### src/rtl/fp_mul_norm_round_if.sv
// Handshake bundle for the normalise/round stage of the binary32 multiplier.
// master = producer of operations and consumer of results; slave = the block.
interface fp_mul_norm_round_if #(
  parameter int EXP_W = 10
);
  logic             in_valid;
  logic             in_ready;
  logic             in_sign;
  logic [EXP_W-1:0] in_exp;
  logic [47:0]      in_mant;
  logic             in_zero;
  logic             in_inf;
  logic             in_nan;

  logic             out_valid;
  logic             out_ready;
  logic [31:0]      out_result;
  logic             out_ovf;
  logic             out_unf;
  logic             out_inexact;

  // A beat moves on a rising clock edge only when valid && ready on that side;
  // a producer holds its payload stable while valid is high and ready is low.
  modport master (
    output in_valid, in_sign, in_exp, in_mant, in_zero, in_inf, in_nan,
    output out_ready,
    input  in_ready,
    input  out_valid, out_result, out_ovf, out_unf, out_inexact
  );

  modport slave (
    input  in_valid, in_sign, in_exp, in_mant, in_zero, in_inf, in_nan,
    input  out_ready,
    output in_ready,
    output out_valid, out_result, out_ovf, out_unf, out_inexact
  );
endinterface

### src/rtl/fp_mul_norm_round.sv
// Normalise, round-to-nearest-even and pack the 48-bit significand product of a
// binary32 multiply. Two pipeline stages with valid/ready flow control.
module fp_mul_norm_round #(
  parameter int          EXP_W = 10,
  parameter logic [31:0] QNAN  = 32'h7FC00000
) (
  input  logic              clk,
  input  logic              rst_n,
  fp_mul_norm_round_if.slave bus
);

  localparam logic [EXP_W+1:0] EXP_SAT = (EXP_W+2)'(255);

  logic s1_adv;
  logic s2_adv;

  // Stage 1 registers: normalised significand, guard/sticky, adjusted exponent.
  logic             s1_valid_q, s1_valid_d;
  logic             s1_sign_q,  s1_sign_d;
  logic [EXP_W:0]   s1_exp_q,   s1_exp_d;
  logic [23:0]      s1_m24_q,   s1_m24_d;
  logic             s1_g_q,     s1_g_d;
  logic             s1_st_q,    s1_st_d;
  logic             s1_zero_q,  s1_zero_d;
  logic             s1_inf_q,   s1_inf_d;
  logic             s1_nan_q,   s1_nan_d;

  // Stage 2 registers drive the outputs directly.
  logic             s2_valid_q,   s2_valid_d;
  logic [31:0]      s2_result_q,  s2_result_d;
  logic             s2_ovf_q,     s2_ovf_d;
  logic             s2_unf_q,     s2_unf_d;
  logic             s2_inexact_q, s2_inexact_d;

  logic             round_up;
  logic [24:0]      rnd_sum;
  logic [22:0]      frac;
  logic [EXP_W+1:0] exp_r;
  logic             exp_ovf;
  logic             exp_unf;
  logic             unused_hidden;

  // A stage may load when it is empty or its contents leave this cycle.
  always_comb begin
    s2_adv = !s2_valid_q || bus.out_ready;
    s1_adv = !s1_valid_q || s2_adv;
  end

  assign bus.in_ready = s1_adv;

  always_comb begin
    s1_valid_d = s1_valid_q;
    s1_sign_d  = s1_sign_q;
    s1_exp_d   = s1_exp_q;
    s1_m24_d   = s1_m24_q;
    s1_g_d     = s1_g_q;
    s1_st_d    = s1_st_q;
    s1_zero_d  = s1_zero_q;
    s1_inf_d   = s1_inf_q;
    s1_nan_d   = s1_nan_q;
    if (s1_adv) begin
      s1_valid_d = bus.in_valid;
      if (bus.in_valid) begin
        s1_sign_d = bus.in_sign;
        s1_zero_d = bus.in_zero;
        s1_inf_d  = bus.in_inf;
        s1_nan_d  = bus.in_nan;
        if (bus.in_mant[47]) begin
          s1_m24_d = bus.in_mant[47:24];
          s1_g_d   = bus.in_mant[23];
          s1_st_d  = |bus.in_mant[22:0];
          s1_exp_d = {bus.in_exp[EXP_W-1], bus.in_exp} + (EXP_W+1)'(1);
        end else begin
          s1_m24_d = bus.in_mant[46:23];
          s1_g_d   = bus.in_mant[22];
          s1_st_d  = |bus.in_mant[21:0];
          s1_exp_d = {bus.in_exp[EXP_W-1], bus.in_exp};
        end
      end
    end
  end

  // Round to nearest, ties to even; a carry out of the significand renormalises.
  always_comb begin
    round_up = s1_g_q && (s1_st_q || s1_m24_q[0]);
    rnd_sum  = {1'b0, s1_m24_q} + {24'd0, round_up};
    if (rnd_sum[24]) begin
      frac  = 23'd0;
      exp_r = {s1_exp_q[EXP_W], s1_exp_q} + (EXP_W+2)'(1);
    end else begin
      frac  = rnd_sum[22:0];
      exp_r = {s1_exp_q[EXP_W], s1_exp_q};
    end
    exp_ovf = !exp_r[EXP_W+1] && (exp_r >= EXP_SAT);
    exp_unf = exp_r[EXP_W+1] || (exp_r == '0);
  end

  assign unused_hidden = rnd_sum[23];

  always_comb begin
    s2_valid_d   = s2_valid_q;
    s2_result_d  = s2_result_q;
    s2_ovf_d     = s2_ovf_q;
    s2_unf_d     = s2_unf_q;
    s2_inexact_d = s2_inexact_q;
    if (s2_adv) begin
      s2_valid_d = s1_valid_q;
      if (s1_valid_q) begin
        s2_ovf_d     = 1'b0;
        s2_unf_d     = 1'b0;
        s2_inexact_d = 1'b0;
        if (s1_nan_q) begin
          s2_result_d = QNAN;
        end else if (s1_inf_q) begin
          s2_result_d = {s1_sign_q, 8'hFF, 23'd0};
        end else if (s1_zero_q) begin
          s2_result_d = {s1_sign_q, 31'd0};
        end else if (exp_ovf) begin
          s2_result_d  = {s1_sign_q, 8'hFF, 23'd0};
          s2_ovf_d     = 1'b1;
          s2_inexact_d = 1'b1;
        end else if (exp_unf) begin
          s2_result_d  = {s1_sign_q, 31'd0};
          s2_unf_d     = 1'b1;
          s2_inexact_d = 1'b1;
        end else begin
          s2_result_d  = {s1_sign_q, exp_r[7:0], frac};
          s2_inexact_d = s1_g_q || s1_st_q;
        end
      end
    end
  end

  always_ff @(posedge clk or negedge rst_n) begin
    if (!rst_n) begin
      s1_valid_q   <= 1'b0;
      s1_sign_q    <= 1'b0;
      s1_exp_q     <= '0;
      s1_m24_q     <= '0;
      s1_g_q       <= 1'b0;
      s1_st_q      <= 1'b0;
      s1_zero_q    <= 1'b0;
      s1_inf_q     <= 1'b0;
      s1_nan_q     <= 1'b0;
      s2_valid_q   <= 1'b0;
      s2_result_q  <= '0;
      s2_ovf_q     <= 1'b0;
      s2_unf_q     <= 1'b0;
      s2_inexact_q <= 1'b0;
    end else begin
      s1_valid_q   <= s1_valid_d;
      s1_sign_q    <= s1_sign_d;
      s1_exp_q     <= s1_exp_d;
      s1_m24_q     <= s1_m24_d;
      s1_g_q       <= s1_g_d;
      s1_st_q      <= s1_st_d;
      s1_zero_q    <= s1_zero_d;
      s1_inf_q     <= s1_inf_d;
      s1_nan_q     <= s1_nan_d;
      s2_valid_q   <= s2_valid_d;
      s2_result_q  <= s2_result_d;
      s2_ovf_q     <= s2_ovf_d;
      s2_unf_q     <= s2_unf_d;
      s2_inexact_q <= s2_inexact_d;
    end
  end

  assign bus.out_valid   = s2_valid_q;
  assign bus.out_result  = s2_result_q;
  assign bus.out_ovf     = s2_ovf_q;
  assign bus.out_unf     = s2_unf_q;
  assign bus.out_inexact = s2_inexact_q;

endmodule

### src/flat_wrapper.sv
// flat-port wrapper written by rule: the top's interface ports become plain ports
module fp_mul_norm_round_flat 
#(
  parameter int          EXP_W = 10,
  parameter logic [31:0] QNAN  = 32'h7FC00000
)
  (clk, rst_n, bus_in_valid, bus_in_sign, bus_in_exp, bus_in_mant, bus_in_zero, bus_in_inf, bus_in_nan, bus_out_ready, bus_in_ready, bus_out_valid, bus_out_result, bus_out_ovf, bus_out_unf, bus_out_inexact);
  fp_mul_norm_round_if #(.EXP_W(EXP_W)) bus_i ();
  input  logic clk;
  input  logic rst_n;
  input wire logic [$bits(bus_i.in_valid)-1:0] bus_in_valid;
  input wire logic [$bits(bus_i.in_sign)-1:0] bus_in_sign;
  input wire logic [$bits(bus_i.in_exp)-1:0] bus_in_exp;
  input wire logic [$bits(bus_i.in_mant)-1:0] bus_in_mant;
  input wire logic [$bits(bus_i.in_zero)-1:0] bus_in_zero;
  input wire logic [$bits(bus_i.in_inf)-1:0] bus_in_inf;
  input wire logic [$bits(bus_i.in_nan)-1:0] bus_in_nan;
  input wire logic [$bits(bus_i.out_ready)-1:0] bus_out_ready;
  output wire logic [$bits(bus_i.in_ready)-1:0] bus_in_ready;
  output wire logic [$bits(bus_i.out_valid)-1:0] bus_out_valid;
  output wire logic [$bits(bus_i.out_result)-1:0] bus_out_result;
  output wire logic [$bits(bus_i.out_ovf)-1:0] bus_out_ovf;
  output wire logic [$bits(bus_i.out_unf)-1:0] bus_out_unf;
  output wire logic [$bits(bus_i.out_inexact)-1:0] bus_out_inexact;
  assign bus_i.in_valid = bus_in_valid;
  assign bus_i.in_sign = bus_in_sign;
  assign bus_i.in_exp = bus_in_exp;
  assign bus_i.in_mant = bus_in_mant;
  assign bus_i.in_zero = bus_in_zero;
  assign bus_i.in_inf = bus_in_inf;
  assign bus_i.in_nan = bus_in_nan;
  assign bus_i.out_ready = bus_out_ready;
  assign bus_in_ready = bus_i.in_ready;
  assign bus_out_valid = bus_i.out_valid;
  assign bus_out_result = bus_i.out_result;
  assign bus_out_ovf = bus_i.out_ovf;
  assign bus_out_unf = bus_i.out_unf;
  assign bus_out_inexact = bus_i.out_inexact;
  fp_mul_norm_round #(.EXP_W(EXP_W), .QNAN(QNAN)) u_core (.clk(clk), .rst_n(rst_n), .bus(bus_i));
endmodule
### config.mk
export PLATFORM = sky130hd
export DESIGN_NAME = fp_mul_norm_round_flat
export DESIGN_NICKNAME = d
export VERILOG_FILES = /design/src/rtl/fp_mul_norm_round_if.sv /design/src/rtl/fp_mul_norm_round.sv /design/src/flat_wrapper.sv
export SDC_FILE = /design/constraint.sdc
export NUM_CORES = 1
export LEC_CHECK = 0
export BUFFER_PORTS_ARGS = -buffer_cell sky130_fd_sc_hd__buf_4
export CAP_MARGIN = 10
export CELL_PAD_IN_SITES_DETAIL_PLACEMENT = 1
export CELL_PAD_IN_SITES_GLOBAL_PLACEMENT = 1
export CORE_ASPECT_RATIO = 0.5
export CORE_UTILIZATION = 37
export DETAILED_ROUTE_END_ITERATION = 10
export GPL_ROUTABILITY_DRIVEN = 1
export PLACE_DENSITY_LB_ADDON = 0.1
export SYNTH_ARGS = -nofsm -noshare
export SYNTH_HDL_FRONTEND = slang
export SYNTH_SLANG_ARGS = --single-unit
### constraint.sdc
create_clock -name clk -period 2.7 [get_ports clk]
set_clock_uncertainty 0.15 [all_clocks]
set_input_delay 0.27 -clock clk [delete_from_list [all_inputs] [get_ports clk]]
set_output_delay 0.27 -clock clk [all_outputs]
set_load 0.005 [all_outputs]
# After elaboration in Yosys (flattened, before gate mapping)
# Cells that the tools add are included.
# W data, S select, Z words.
# op_classes
n_reduce_logical,15
n_mux,25
add_sub_neg,3
n_lt_le_gt_ge,1
# ops
cell,count
$mux W31,4
$mux W32,1
$add A24 B1 Y25,1
$mux W24,1
$mux W23,1
$reduce_or A23 Y1,1
$reduce_or A22 Y1,1
$mux W1,16
$add A11 B2 Y12 const B,1
$ge A12 B8 Y1 const B,1
$logic_not A12 Y1,1
$mux W12,1
$add A10 B2 Y11 const B,1
$mux W11,1
$logic_or A1 B1 Y1,5
$reduce_and A2 Y1,2
$logic_not A1 Y1,3
$logic_and A1 B1 Y1,2
# totals
inputBits,66
out_inout_bits,37
wordCells,58
regBits,78

# Longest topological paths before layout
# depth
word_depth,11
depth_mapped,12
depth_no_buf,10

# Worst setup path after synthesis
# No wires, ideal clock.
# synth_timing
path_kind,flip-flop to flip-flop
start,register u_core.s1_st_q
end,register u_core.s2_result_q[11] (netlist: u_core.bus.out_result[11])
setup_slack_ns,-0.209
required_ns,2.431
t_arrival_ns,2.640
path_buffers,1
stages_incl_launch_ff,12
cell_sequence,dfrtp_1 o21a_1 ha_1 ha_1 nand2_1 or4_4 nor4_2 mux2i_1 nand4b_2 nand4_4 buf_6 o21ai_2
# synth_between
elab_chain_cells,11
elab_cells_between_ends,15
# synth_lines
item,line,text
"start, declared",fp_mul_norm_round.sv:23,"logic s1_st_q, s1_st_d;"
"start signal, assigned",fp_mul_norm_round.sv:156,s1_st_q <= s1_st_d;
$logic_or A1 B1 Y1 (*),fp_mul_norm_round.sv:85,round_up = s1_g_q && (s1_st_q || s1_m24_q[0]);
$logic_and A1 B1 Y1 (*),fp_mul_norm_round.sv:85,
$add A24 B1 Y25 (*),fp_mul_norm_round.sv:86,"rnd_sum = {1'b0, s1_m24_q} + {24'd0, round_up};"
branches (longest 4 deep; another with $ge A12 B8 Y1),-,
$mux W31 (*),fp_mul_norm_round.sv:118,end else if (exp_ovf) begin
$mux W31 (*),fp_mul_norm_round.sv:116,end else if (s1_zero_q) begin
$mux W31 (*),fp_mul_norm_round.sv:114,end else if (s1_inf_q) begin
$mux W32 (*),fp_mul_norm_round.sv:112,if (s1_nan_q) begin
"end signal, assigned",fp_mul_norm_round.sv:161,s2_result_q <= s2_result_d;
"end, declared",fp_mul_norm_round.sv:30,"logic [31:0] s2_result_q, s2_result_d;"
# Every way passes the cells marked *.
# A chain may end at the register's enable or synchronous reset.

# Worst setup path in the final report
# layout_timing
start,register u_core.s1_m24_q[0]
end,register u_core.s2_result_q[13] (netlist: u_core.bus.out_result[13])
# layout_between
elab_chain_cells,11
elab_cells_between_ends,15
# layout_lines
item,line,text
"start, declared",fp_mul_norm_round.sv:21,"logic [23:0] s1_m24_q, s1_m24_d;"
"start signal, assigned",fp_mul_norm_round.sv:154,s1_m24_q <= s1_m24_d;
$logic_or A1 B1 Y1,fp_mul_norm_round.sv:85,
$logic_and A1 B1 Y1,fp_mul_norm_round.sv:85,
$add A24 B1 Y25 (*),fp_mul_norm_round.sv:86,
branches (longest 4 deep; another with $ge A12 B8 Y1),-,
$mux W31 (*),fp_mul_norm_round.sv:118,
$mux W31 (*),fp_mul_norm_round.sv:116,
$mux W31 (*),fp_mul_norm_round.sv:114,
$mux W32 (*),fp_mul_norm_round.sv:112,
# Marked as above.

==> flow_summary.toml <==
[floorplan]
ios = 103
dieArea_um2 = 12500
die_w_um = 157
die_y_um = 79.5
placementRows = 27
coreArea_um2 = 11400
start_util_pct = 39.2

[yosys]
async_flop_share_pct = 100
synthSimpleGateAreaFrac_pct = 24.2
synth.cell_area_um2 = 4450
synth.mux.area_fraction_pct = 7.35
synth_most_common_cell = "nand2_1"
synth_top_area_share_pct = 43.9
yosys_warnings = 0
yosysTopAreaCell = "dfrtp_1"
synth_edf_count = 0
syn_inst = 478
synth_top_family_by_area = "simple AND/OR/NAND/NOR gates"
synthAdderAreaFrac_pct = 1.13
synth_flop_cell = "dfrtp_1"
synth.avg_cell_area_um2 = 9.30
synth-xor-area-share_pct = 7.29
ys_top_cells_by_area = "dfrtp_1 44%, nand2_1 7.7%, mux2i_1 6.1%"
syn-num-nets = 548
synth_compound_area_share_pct = 13.3
synth_commonest_cells = "91 x nand2_1, 78 x dfrtp_1, 40 x o21ai_0, 28 x nor2_1, 27 x mux2i_1"
post_synth_num_cell_types = 52
seq_area_frac_synth_pct = 43.9
synth.ff_latch_count = 78

[worst_setup_path]
cpPeakStageDelay_ns = 0.40
critPathTopFamily = "compound AO/OA/AOI/OAI gates"
timing.rr.start = "u_core.s1_m24_q[0]"
critPathCaptureType = "flip-flop"
path_cells = "o21a_1 -> ha_4 -> ha_4 -> buf_4 -> nand3_1 -> nor4_2 -> buf_4 -> nand3_1 -> mux2_2 -> a22oi_4 -> nand4_4 -> buf_12 -> o21ai_2"
critical_path_class = "reg2reg"
required_ns = 2.81
crit-reg2reg-capture = "u_core.bus.out_result[13]"
rr_worst_depth = 13
r2r_setup_slack_ns = -0.19
critPathMaxFanout = 8
startpoint_type = "flip-flop"
cpMaxStageDelayCell = "dfrtp_1"
path_buf_inv = 3
critical_path_arrival_ns = 3.00

[sta]
relSlewSlack_pct = 63.6
period_share_pct = 107
grt_setup_unrepaired = "yes"
timing.fmax_mhz = 346
worst_pin_slew_ns = 0.541
finalCriticalPeriod_ns = 2.89
setup_ws_ns = -0.186
holdWs_ns = 0.0140
slew_viol_final = 0
finalHoldViolCount = 0
setup_viol = 31

[pwr]
p_int_uw = 2600
vdd_drop_max_v = 0.000254
p_clk_share_pct = 38.8
combPwrFrac_pct = 21.1
switching_power_uw = 1060
leakagePower_uw = 0.00267
swShare_pct = 29.0
p_per_area_nw_per_um2 = 601
share_seq_of_total_power_pct = 40.1

[placed_design]
place_worst_setup_slack_ns = -0.272
dpl_cell_area_um2 = 5620
port_buffers = 102
gp_congestion = 0.881
hpwlAfterDp_mm = 9.94

[min_path]
holdCritPathClass = "in2reg"
hold_path.startpoint = "bus_in_valid"
hold_depth = 2
min_delay_worst_endpoint = "u_core.s1_valid_q"

[detailed_routing]
drtPass1Iterations = 4
drt-vias-per-instance = 5.16
wl_per_cell_um = 17.0
drt-initial-drc-count = 201
route.detailed.drc = 0
vias = 3985
drtAntennaViolNets = 0
wirelength_mm = 13.1

[global_route]
first_global_vias = 4055
antenna_found_initial = 0
grt_max_degree = 79
track_usage_pct = 22.4
overflow = 0
grt_pass1_wl_mm = 21.4

[clock_network]
htreeDepth = 3
insertion_delay_ns = 0.34
cts_tree = "yes"
clkTransAtPathRegs_ns = 0.06
cts_max_path_buffers = 2
cts_buffers = 9
cts_sinks = 78
cts-root-buf = "clkbuf_16"

[cells_and_area]
antenna_cells = 0
largest_reg_flops = 32
num-nets-final = 678
finish.utilization_pct = 53.6
drive_above_1_share_pct = 33.6
stdcell_area_um2 = 6090
syn2layout_area_growth_pct = 36.9

[outcome]
violations = "setup timing"
outcome = "complete, but fails checks"

[flow_run]
drv_cap = 0
==> cell families after synthesis <==
family	Yosys count
fa+ha+maj	4
xor+xnor	37
compound gates	89
mux	32
simple gates	208
buf+inv	30
flops	78
==> cell type report <==
class	instances	area, um2
clock buffer	9	225
clock inverter	7	123
fill	1344	5260
inverter	4	15.0
multi-input combinational	370	2450
sequential	78	1950
tap	159	199
timing repair buffer	145	1120
==> worst max-delay path by stage <==
stage / start / end / slack, ns / depth (start not counted)
2_1_floorplan: u_core.s1_m24_q[0] / u_core.bus.out_result[11] / -0.05 / 11
3_3_place_gp: u_core.s1_m24_q[0] / u_core.bus.out_result[17] / -0.16 / 10
3_5_place_dp: u_core.s1_m24_q[0] / u_core.bus.out_result[13] / -0.27 / 10
4_1_cts: u_core.s1_m24_q[0] / u_core.bus.out_result[13] / -0.14 / 11
5_1_grt: u_core.s1_m24_q[0] / u_core.bus.out_result[13] / -0.28 / 11
6_report: u_core.s1_m24_q[0] / u_core.bus.out_result[13] / -0.19 / 13
==> stage by stage <==
step           total power, uW  TNS, ns  std cells
2_1_floorplan             1850   -0.781        478
3_3_place_gp              2220    -3.18        747
3_5_place_dp              2240    -6.26        747
4_1_cts                   3680    -3.02        769
5_1_grt                   3850    -6.90        772
6_report                  3660    -3.66        772
==> power by group through the flow <==
stage	Sequential [uW]	Combinational, uW	Clock (uW)
6_report	1470	771	1420
2_1_floorplan	1440	408	0
3_5_place_dp	1490	751	0
5_1_grt	1490	857	1500
3_3_place_gp	1480	736	0
4_1_cts	1470	771	1440
==> layout by cell type (no fill, tap or decap), types with 3 or more instances in the layout <==
| cell type | n |
|---|---|
| a311oi_1 | 5 |
| and2_1 | 4 |
| and3_1 | 8 |
| buf_4 | 141 |
| bufinv_16 | 3 |
| clkbuf_16 | 9 |
| dfrtp_1 | 78 |
| inv_1 | 4 |
| mux2_2 | 5 |
| mux2i_1 | 26 |
| nand2_1 | 89 |
| nand2b_1 | 4 |
| nand3_1 | 19 |
| nand4_1 | 13 |
| nor2_1 | 28 |
| nor3_1 | 5 |
| nor4_1 | 9 |
| nor4_2 | 3 |
| o2111ai_1 | 3 |
| o21ai_0 | 39 |
| o21ai_1 | 12 |
| o21ai_2 | 11 |
| or2_2 | 3 |
| xnor2_1 | 22 |
| xor2_1 | 15 |
==> what timing repair did <==
item,CTS,global route
endpoints found under the setup margin,31,34
gates resized for setup,2,6
pin swaps,4,6
setup buffers,5,3
hold endpoints to repair,38,0
hold buffers,1,0
==> layer usage <==
metal	share of wire [%]	vias to the layer above	GRT usage, %
met5	0	-	0
met4	0.43	0	3.30
met3	5.7	6	5.16
met2	43	99	33.5
met1	51	1924	33.2
li1	-	1956	-
Power figures use the tool's default switching activity.
